## src/rtl/dmem_arb_pkg.sv

```systemverilog
// Shared types and constants for the data-memory arbiter between the core and
// the DMA/boot-loader port.
package dmem_arb_pkg;

   typedef enum logic {
      OWN_CPU = 1'b0,
      OWN_DMA = 1'b1
   } owner_e;

   localparam int         RUN_CNT_W  = 4;
   localparam logic [3:0] WMASK_READ = 4'b0000;

   function automatic logic [RUN_CNT_W-1:0] sat_inc(input logic [RUN_CNT_W-1:0] v);
      return (&v) ? v : v + RUN_CNT_W'(1);
   endfunction

endpackage

```

## src/rtl/dmem_arb_fair.sv

```systemverilog
// Owner/run-length state and grant decision for the two RAM requesters.
// Optional DMA lock input exists only when DMEM_ARB_LOCK_EN is defined.
//
// owner_q | meaning
// --------+-----------------------------------------------
// OWN_CPU | CPU won the most recent grant (reset value)
// OWN_DMA | DMA won the most recent grant
module dmem_arb_fair
   import dmem_arb_pkg::*;
#(
   parameter int MAX_BURST = 4
) (
   input  logic clk,
   input  logic resetn,
   input  logic cpu_req,
   input  logic dma_req,
`ifdef DMEM_ARB_LOCK_EN
   input  logic dma_lock,
`endif
   output logic cpu_gnt,
   output logic dma_gnt
);

   owner_e                 owner_q, owner_d;
   logic [RUN_CNT_W-1:0]   run_cnt_q, run_cnt_d;
   logic                   lock_hold;
   logic                   keep_owner;
   logic                   other_req;
   owner_e                 grantee;

`ifdef DMEM_ARB_LOCK_EN
   assign lock_hold = dma_lock & dma_req & (owner_q == OWN_DMA);
`else
   assign lock_hold = 1'b0;
`endif

   always_ff @(posedge clk) begin
      if (!resetn) begin
         owner_q   <= OWN_CPU;
         run_cnt_q <= '0;
      end else begin
         owner_q   <= owner_d;
         run_cnt_q <= run_cnt_d;
      end
   end

   // run_cnt counts contested grants to the current owner
   always_comb begin
      owner_d   = owner_q;
      run_cnt_d = run_cnt_q;
      other_req = (cpu_gnt & dma_req) | (dma_gnt & cpu_req);
      grantee   = dma_gnt ? OWN_DMA : OWN_CPU;
      if (cpu_gnt || dma_gnt) begin
         if (grantee == owner_q) begin
            run_cnt_d = other_req ? sat_inc(run_cnt_q) : '0;
         end else begin
            owner_d   = grantee;
            run_cnt_d = other_req ? RUN_CNT_W'(1) : '0;
         end
      end
   end

   always_comb begin
      cpu_gnt    = 1'b0;
      dma_gnt    = 1'b0;
      keep_owner = lock_hold || (int'(run_cnt_q) < MAX_BURST);
      if (resetn) begin
         if (cpu_req && dma_req) begin
            if ((owner_q == OWN_CPU) == keep_owner) cpu_gnt = 1'b1;
            else                                    dma_gnt = 1'b1;
         end else begin
            cpu_gnt = cpu_req;
            dma_gnt = dma_req;
         end
      end
   end

endmodule

```

## src/rtl/dmem_arbiter.sv

```systemverilog
// Shares one single-port data RAM between the core data port and a DMA port.
// Define DMEM_ARB_LOCK_EN to add the dma_lock input.
module dmem_arbiter
   import dmem_arb_pkg::*;
#(
   parameter int ADDR_W    = 21,
   parameter int MAX_BURST = 4
) (
   input  logic              clk,
   input  logic              resetn,
   input  logic              cpu_req,
   input  logic [ADDR_W-1:0] cpu_addr,
   input  logic [3:0]        cpu_wmask,
   input  logic [31:0]       cpu_wdata,
   output logic              cpu_stall,
   output logic [31:0]       cpu_rdata,
   output logic              cpu_rvalid,
   input  logic              dma_req,
   input  logic [ADDR_W-1:0] dma_addr,
   input  logic [3:0]        dma_wmask,
   input  logic [31:0]       dma_wdata,
`ifdef DMEM_ARB_LOCK_EN
   input  logic              dma_lock,
`endif
   output logic              dma_gnt,
   output logic [31:0]       dma_rdata,
   output logic              dma_rvalid,
   output logic [ADDR_W-1:0] ram_addr,
   output logic [3:0]        ram_wmask,
   output logic [31:0]       ram_wdata,
   input  logic [31:0]       ram_rdata
);

   logic cpu_gnt;
   logic rd_pend_cpu_d, rd_pend_cpu_q;
   logic rd_pend_dma_d, rd_pend_dma_q;

   dmem_arb_fair #(.MAX_BURST(MAX_BURST)) u_fair (
      .clk     (clk),
      .resetn  (resetn),
      .cpu_req (cpu_req),
      .dma_req (dma_req),
`ifdef DMEM_ARB_LOCK_EN
      .dma_lock(dma_lock),
`endif
      .cpu_gnt (cpu_gnt),
      .dma_gnt (dma_gnt)
   );

   // Idle cycles leave the CPU address/data on the bus with writes disabled
   always_comb begin
      ram_addr  = dma_gnt ? dma_addr  : cpu_addr;
      ram_wdata = dma_gnt ? dma_wdata : cpu_wdata;
      ram_wmask = cpu_gnt ? cpu_wmask : (dma_gnt ? dma_wmask : WMASK_READ);
   end

   assign cpu_stall = resetn & cpu_req & ~cpu_gnt;

   always_comb begin
      rd_pend_cpu_d = cpu_gnt && (cpu_wmask == WMASK_READ);
      rd_pend_dma_d = dma_gnt && (dma_wmask == WMASK_READ);
   end

   always_ff @(posedge clk) begin
      if (!resetn) begin
         rd_pend_cpu_q <= 1'b0;
         rd_pend_dma_q <= 1'b0;
      end else begin
         rd_pend_cpu_q <= rd_pend_cpu_d;
         rd_pend_dma_q <= rd_pend_dma_d;
      end
   end

   // A read in flight when reset asserts never reports valid
   assign cpu_rvalid = resetn & rd_pend_cpu_q;
   assign dma_rvalid = resetn & rd_pend_dma_q;
   assign cpu_rdata  = cpu_rvalid ? ram_rdata : 32'h0;
   assign dma_rdata  = dma_rvalid ? ram_rdata : 32'h0;

endmodule

```

## config.mk

```make
export PLATFORM = sky130hd
export DESIGN_NAME = dmem_arbiter
export DESIGN_NICKNAME = d
export VERILOG_FILES = /design/src/rtl/dmem_arb_pkg.sv /design/src/rtl/dmem_arb_fair.sv /design/src/rtl/dmem_arbiter.sv
export SDC_FILE = /design/constraint.sdc
export NUM_CORES = 1
export LEC_CHECK = 0
export BUFFER_PORTS_ARGS = -buffer_cell sky130_fd_sc_hd__buf_2
export CAP_MARGIN = 20
export CORE_AREA = 3 3 107 109
export DETAILED_ROUTE_END_ITERATION = 12
export DIE_AREA = 0 0 110 112
export PLACE_DENSITY_LB_ADDON = 0.12
export SLEW_MARGIN = 0
export SYNTH_ARGS = -nofsm -noshare
export SYNTH_HDL_FRONTEND = slang
export SYNTH_SLANG_ARGS = --single-unit
```

## constraint.sdc

```tcl
create_clock -name clk -period 2.9 [get_ports clk]
set_input_delay 0.58 -clock clk [delete_from_list [all_inputs] [get_ports clk]]
set_output_delay 0.58 -clock clk [all_outputs]
set_load 0.01 [all_outputs]
```

==> flow_summary.json, run 1 <==
{
  "cts_tree": "yes",
  "grt_pass1_vias": 2218,
  "synth_cells": 180,
  "peakVddDrop_v": 0.000110,
  "fin_area_sq_mm": 0.00302,
  "drtAntennaViolNets": 0,
  "finalSetupViolCount": 0,
  "rsz0062_at_grt": "false",
  "core-area_sq_mm": 0.0107,
  "critical_path_arrival_ns": 2.03,
  "drive_above_1_share": 0.761,
  "drc_errors": 0,
  "reg2regPathDepth": 4,
  "insertedDiodeCount": 0,
  "leakage_nw": 1.98,
  "dr.pass1.iters": 4,
  "tightest_slew_ns": 0.943,
  "grt_pass1_wl_microns": 10700,
  "cts.htree.levels": 1,
  "period_needed_ns": 2.61,
  "hold_slack_ns": 0.491,
  "slew_headroom": 0.371,
  "area_growth_syn_to_layout_pct": 102,
  "r2r_slack_ns": 1.33,
  "whs_path_depth": 2,
  "antenna_found_initial": 0,
  "yosysSeqAreaShare": 0.0936,
  "start_kind": "primary input",
  "cts_setup_buffers": 0,
  "synth.distinct_cells": 26,
  "die_h_microns": 112,
  "max_freq_mhz": 384,
  "clockRootBuffer": "clkbuf_8",
  "die_area_sq_mm": 0.0123,
  "io_pins": 275,
  "place_area_sq_mm": 0.00298,
  "std_cell_rows": 38,
  "port_buffers": 274,
  "clk_latency_ns": 0.22,
  "clock_skew_ns": 0.000386,
  "min_from": "u_fair.run_cnt_q[0]",
  "nFillCells": 1181,
  "start_util": 0.140,
  "cts.sinks": 7,
  "num_vias": 2452,
  "avgSynthCellArea_sq_um": 8.32,
  "power_uw": 553,
  "endpoint_kind": "primary output",
  "grt_usage": 0.110,
  "r2r-end": "rd_pend_dma_q",
  "grt_max_degree": 73,
  "cts_buffer_depth": 2,
  "hold_violations": 0,
  "hold_class": "register to register",
  "required_ns": 2.32,
  "place_hpwl_microns": 6570,
  "synthesis.nets": 331,
  "nets": 592,
  "min_to": "u_fair.run_cnt_q[0]",
  "finalSetupTns_ns": 0,
  "finalWirelength_microns": 7660,
  "syn_area_sq_mm": 0.00150,
  "cts_inserted_buffers": 3,
  "overflow": 0,
  "die_w_microns": 110,
  "drt-initial-drc-count": 120,
  "path_clk_slew_ns": 0.04,
  "path_max_fanout": 59,
  "fin_crit_sh": 0.899,
  "wl_per_cell_microns": 13.2,
  "p_per_area_mw_per_mm2": 183,
  "maxCapViolCount": 0,
  "drv_slew": 0,
  "synth_warnings": 0,
  "viasPerCell": 4.23,
  "place_congestion": 0.767,
  "cts_resized": 0,
  "path_class": "primary input to primary output",
  "synth_seq_cells": 7,
  "r2r_start": "u_fair.run_cnt_q[2]",
  "cts-hold-fix-buffers": 0,
  "status": "finished clean"
}
cells in the final DEF, fill, tap and decap left out:
master / Yosys / layout
inv_1: 1 / 1
ha_1: 1 / 1
clkbuf_1: 14 / 1
a22o_1: 4 / 4
dfxtp_1: 7 / 7
a21boi_0: 2 / 2
nand2_1: 3 / 3
o2111a_2: 0 / 1
buf_2: 4 / 274
mux2_2: 49 / 49
o21ba_2: 1 / 1
nor2b_1: 2 / 2
buf_4: 0 / 1
nor4_1: 2 / 2
o21ai_0: 3 / 3
or3_1: 1 / 1
mux2_4: 4 / 4
clkbuf_8: 0 / 3
a31oi_1: 1 / 1
or4b_1: 1 / 1
and2_1: 5 / 5
a21bo_2: 1 / 1
a32oi_1: 2 / 2
buf_12: 0 / 1
and3_1: 65 / 65
and4_1: 1 / 1
nor2_1: 2 / 2
nor3b_1: 1 / 1
critical path, cell delays in order:
cell	delay (ns)
buf_2	0.13
or4b_1	0.44
o2111a_2	0.19
buf_12	0.21
mux2_4	0.32
buf_2	0.14
area by class of cell:
type	count	area, sq um	share of cell area
multi-input cells	152	1260	0.417
inverters	1	3.75	0.00124
repair buffers	276	1400	0.463
clock buffers	4	45.0	0.0149
well taps	140	175	0.0579
flip-flops and latches	7	140	0.0464
power by group:
part | switching [mW] | internal [mW] | total [mW]
Combinational | 0.138 | 0.178 | 0.316
Clock | 0.0393 | 0.0949 | 0.134
Sequential | 0.00336 | 0.0988 | 0.102
Total | 0.181 | 0.372 | 0.553
cell usage after synthesis:
cell      number  area [sq um]
dfxtp_1        7           140
a21boi_0       2          15.0
and2_1         5          31.3
and4_1         1          8.76
nand2_1        3          11.3
mux2_2        49           552
inv_1          1          3.75
buf_2          4          20.0
o21ba_2        1          10.0
or3_1          1          6.26
and3_1        65           407
a31oi_1        1          6.26
mux2_4         4          60.1
a22o_1         4          35.0
o21ai_0        3          15.0
nor4_1         2          12.5
nor2_1         2          7.51
a32oi_1        2          17.5
or4b_1         1          10.0
a21bo_2        1          10.0
buf_6          2          22.5
nor2b_1        2          12.5
nor3b_1        1          7.51
ha_1           1          12.5
o2111a_1       1          11.3
clkbuf_1      14          52.6
kinds of logic (layout without fill, tap and decap cells):
| logic type | count (synthesis) | after routing | synth area share |
|---|---|---|---|
| AOI/OAI and AO/OA | 15 | 15 | 0.0802 |
| adders and majority gates | 1 | 1 | 0.00835 |
| buffers and inverters | 21 | 281 | 0.0660 |
| DFF | 7 | 7 | 0.0936 |
| muxes | 53 | 53 | 0.409 |
| and+or+nand+nor | 83 | 83 | 0.343 |
flip-flops by register name (all words and copies together), names as in the netlist:
signal	cells
rd_pend_cpu_q	1
u_fair.owner_q	1
rd_pend_dma_q	1
u_fair.run_cnt_q	4
per-layer routing:
metal	global-route usage	vias to the layer above	wire length (microns)
met1	0.0977	1093	2450
li1	-	1200	-
met3	0.0342	2	995
met4	0.0200	0	42
met5	0	-	0
met2	0.230	157	4180
worst max path at each step:
stage,startpoint,end,cells past startpoint
2_1_floorplan,cpu_req,ram_wdata[27],5
3_3_place_gp,cpu_req,ram_wdata[28],6
3_5_place_dp,cpu_req,ram_wdata[27],6
4_1_cts,cpu_req,ram_wdata[27],6
5_1_grt,cpu_req,ram_wdata[29],6
6_report,cpu_req,ram_wdata[27],6
stage by stage:
| stage | utilization | setup slack, ns | std cells |
|---|---|---|---|
| 2_1_floorplan | - | 0.541 | 180 |
| 3_3_place_gp | 0.278 | 0.328 | 576 |
| 3_5_place_dp | 0.278 | 0.293 | 576 |
| 4_1_cts | 0.283 | 0.288 | 580 |
| 5_1_grt | 0.283 | 0.219 | 580 |
| 6_report | 0.283 | 0.294 | 580 |
Power figures use the tool's default switching activity.
==> run 2: changes to the inputs <==
CORE_AREA = 3 3 106 108   (was 3 3 107 109)
DIE_AREA = 0 0 109 111   (was 0 0 110 112)
SLEW_MARGIN = 20   (was 0)
SYNTH_HIERARCHICAL = 1   (was unset)
clock period = 2.8 ns   (was 2.9 ns; I/O delays follow)
==> run 2 against run 1 <==
  * Global-route usage is 1.9 points higher
  * Non-clock buffer count is 6 higher
  * Clock skew is 0.0078 ns higher
  * Critical path depth stayed put
  * Via count is 3.0% lower
==> flow_summary.json, run 2 <==
{
  "status": "finished clean",
  "nFillCells": 1114,
  "peakVddDrop_v": 0.000137,
  "leakage_nw": 2.15,
  "synthTopCellsByCount": "and3_1, mux2_4, mux2_2",
  "insertedDiodeCount": 0,
  "drv_slew": 0,
  "endpoint_kind": "primary output",
  "period_needed_ns": 2.60,
  "max_freq_mhz": 384,
  "viasPerCell": 4.08,
  "grt_pass1_wl_microns": 12400,
  "num_vias": 2379,
  "place_hpwl_microns": 7580,
  "die_w_microns": 109,
  "area_growth_syn_to_layout_pct": 94.4,
  "wl_per_cell_microns": 15.1,
  "ys_top_cells_by_area": "mux2_4, and3_1, mux2_2",
  "die_area_sq_mm": 0.0121,
  "die_h_microns": 111,
  "synth.distinct_cells": 31,
  "synthArstFlopShare": 0,
  "nets": 599,
  "drtAntennaViolNets": 0,
  "p_per_area_mw_per_mm2": 191,
  "cts_resized": 0,
  "syn_area_sq_mm": 0.00166,
  "yosysTopAreaCellShare": 0.345,
  "required_ns": 2.24,
  "rsz0062_at_grt": "false",
  "largest_register_ffs": 4,
  "slew_headroom": 0.454,
  "final_cell_mix": "buf_2, and3_1, mux2_4, mux2_2, nand2_1",
  "path_class": "register to primary output",
  "cts_inserted_buffers": 3,
  "cts.sinks": 7,
  "drive_above_1_share": 0.770,
  "yosysMostFrequentCell": "and3_1",
  "dr.pass1.iters": 4,
  "critical_path_arrival_ns": 2.04,
  "synthesis.nets": 332,
  "r2r_slack_ns": 1.33,
  "synth_cells": 181,
  "cts_tree": "yes",
  "cts-hold-fix-buffers": 0,
  "core-area_sq_mm": 0.0103,
  "start_util": 0.160,
  "antenna_found_initial": 0,
  "fin_crit_sh": 0.930,
  "yosys.area.top_type": "mux2_4",
  "cts.htree.levels": 1,
  "synth_edf_count": 0,
  "drt-initial-drc-count": 121,
  "hold_class": "register to register",
  "clock_skew_ns": 0.00822,
  "cts_setup_buffers": 0,
  "finalSetupTns_ns": 0,
  "overflow": 0,
  "place_congestion": 0.837,
  "start_kind": "register",
  "cp_slowest_cell": "a21oi_4",
  "multiInputGateArea_sq_mm": 0.00140,
  "clk_latency_ns": 0.23,
  "cp_top_family": "compound AO/OA/AOI/OAI gates",
  "critPathMaxStageDelay_ns": 0.41,
  "placedCellCount": 579,
  "critPathBufInv": 2,
  "finalSetupViolCount": 0,
  "synth_warnings": 6,
  "largest-register": "u_fair/run_cnt_q",
  "grt_max_degree": 76,
  "grt_usage": 0.129,
  "final_common_cell": "buf_2",
  "path_max_fanout": 20,
  "port_buffers": 274,
  "synth_seq_cells": 7,
  "stdcell_count": 583,
  "path_clk_slew_ns": 0.05,
  "final-seq-area_sq_um": 140,
  "io_pins": 275,
  "tightest_slew_ns": 0.818,
  "drc_errors": 0,
  "finalWirelength_microns": 8780,
  "crit_path_cell_trace": "nor2_4 -> xor2_2 -> a21oi_4 -> buf_12 -> mux2_4 -> buf_2",
  "hold_violations": 0,
  "yosysSeqAreaShare": 0.0847,
  "worst_slack_ns": 0.195,
  "ys_dominant_reg_cell": "dfxtp_1",
  "std_cell_rows": 37,
  "avgSynthCellArea_sq_um": 9.15,
  "grt_pass1_vias": 2339,
  "clockRootBuffer": "clkbuf_8",
  "cts_buffer_depth": 2,
  "maxCapViolCount": 0,
  "pre_cts_slack_ns": 0.264
}
## run 2: cell count changes after synthesis, sizes merged, moves of 2 or more
cell    delta
clkbuf     -3
and2       -3
a21boi     +2
a32oi      -2
nand4      +2
o21ai      -2
buf        +3
nand2      +5
## run 2: routing by layer
| layer | wire length (microns) | track usage | up-vias |
|---|---|---|---|
| met4 | 86 | 0.0185 | 0 |
| met2 | 4830 | 0.258 | 107 |
| met1 | 3210 | 0.137 | 1060 |
| li1 | - | - | 1204 |
| met5 | 0 | 0 | - |
| met3 | 649 | 0.0239 | 8 |
## run 2: through the flow
step	power [mW]	hold WS (ns)	cell area, sq um	utilization
after detailed placement	0.476	0.451	3170	0.307
final	0.614	0.453	3220	0.312
after global routing	0.660	0.493	3220	0.312
after floorplan	0.287	0.434	1660	-
after global placement	0.474	0.449	3170	0.307
after CTS	0.624	0.455	3220	0.312
## run 2: area by class of cell
class,count,share of cell area
Inverter,1,0.00117
Clock inverter,1,0.00156
Sequential cell,7,0.0435
Tap cell,136,0.0529
Multi-Input combinational cell,153,0.435
Timing Repair Buffer,282,0.453
Clock buffer,3,0.0128
## run 2: worst paths after layout
| path | to | depth (start not counted) | start |
|---|---|---|---|
| setup reg to reg | rd_pend_cpu_q | 5 | u_fair/run_cnt_q[3] |
| setup / recovery | ram_wdata[25] | 6 | u_fair/run_cnt_q[3] |
| hold reg to reg | u_fair/run_cnt_q[1] | 2 | u_fair/run_cnt_q[1] |
| hold / removal | u_fair/run_cnt_q[1] | 2 | u_fair/run_cnt_q[1] |
## run 2: power by group
part           leakage, nW  internal (mW)  switching [mW]
clock network       0.0255         0.0965          0.0456
registers           0.0568          0.102         0.00232
logic                 2.07          0.214           0.153
## run 2: cell families after synthesis
family / count (synthesis) / share of synthesized area
xor gates and xnor gates: 1 / 0.00983
DFF: 7 / 0.0847
and+or+nand+nor: 85 / 0.317
adders and majority gates: 1 / 0.00756
AOI/OAI and AO/OA: 13 / 0.0590
buffers and inverters: 21 / 0.0756
muxes: 53 / 0.447
## run 2: worst reg2reg max path, cell delays in order (launching register included)
cell and delay, ns:
dfxtp_1 0.33, nor2_4 0.20, xor2_2 0.26, o211a_1 0.30, nand4bb_1 0.14, nor3_1 0.15
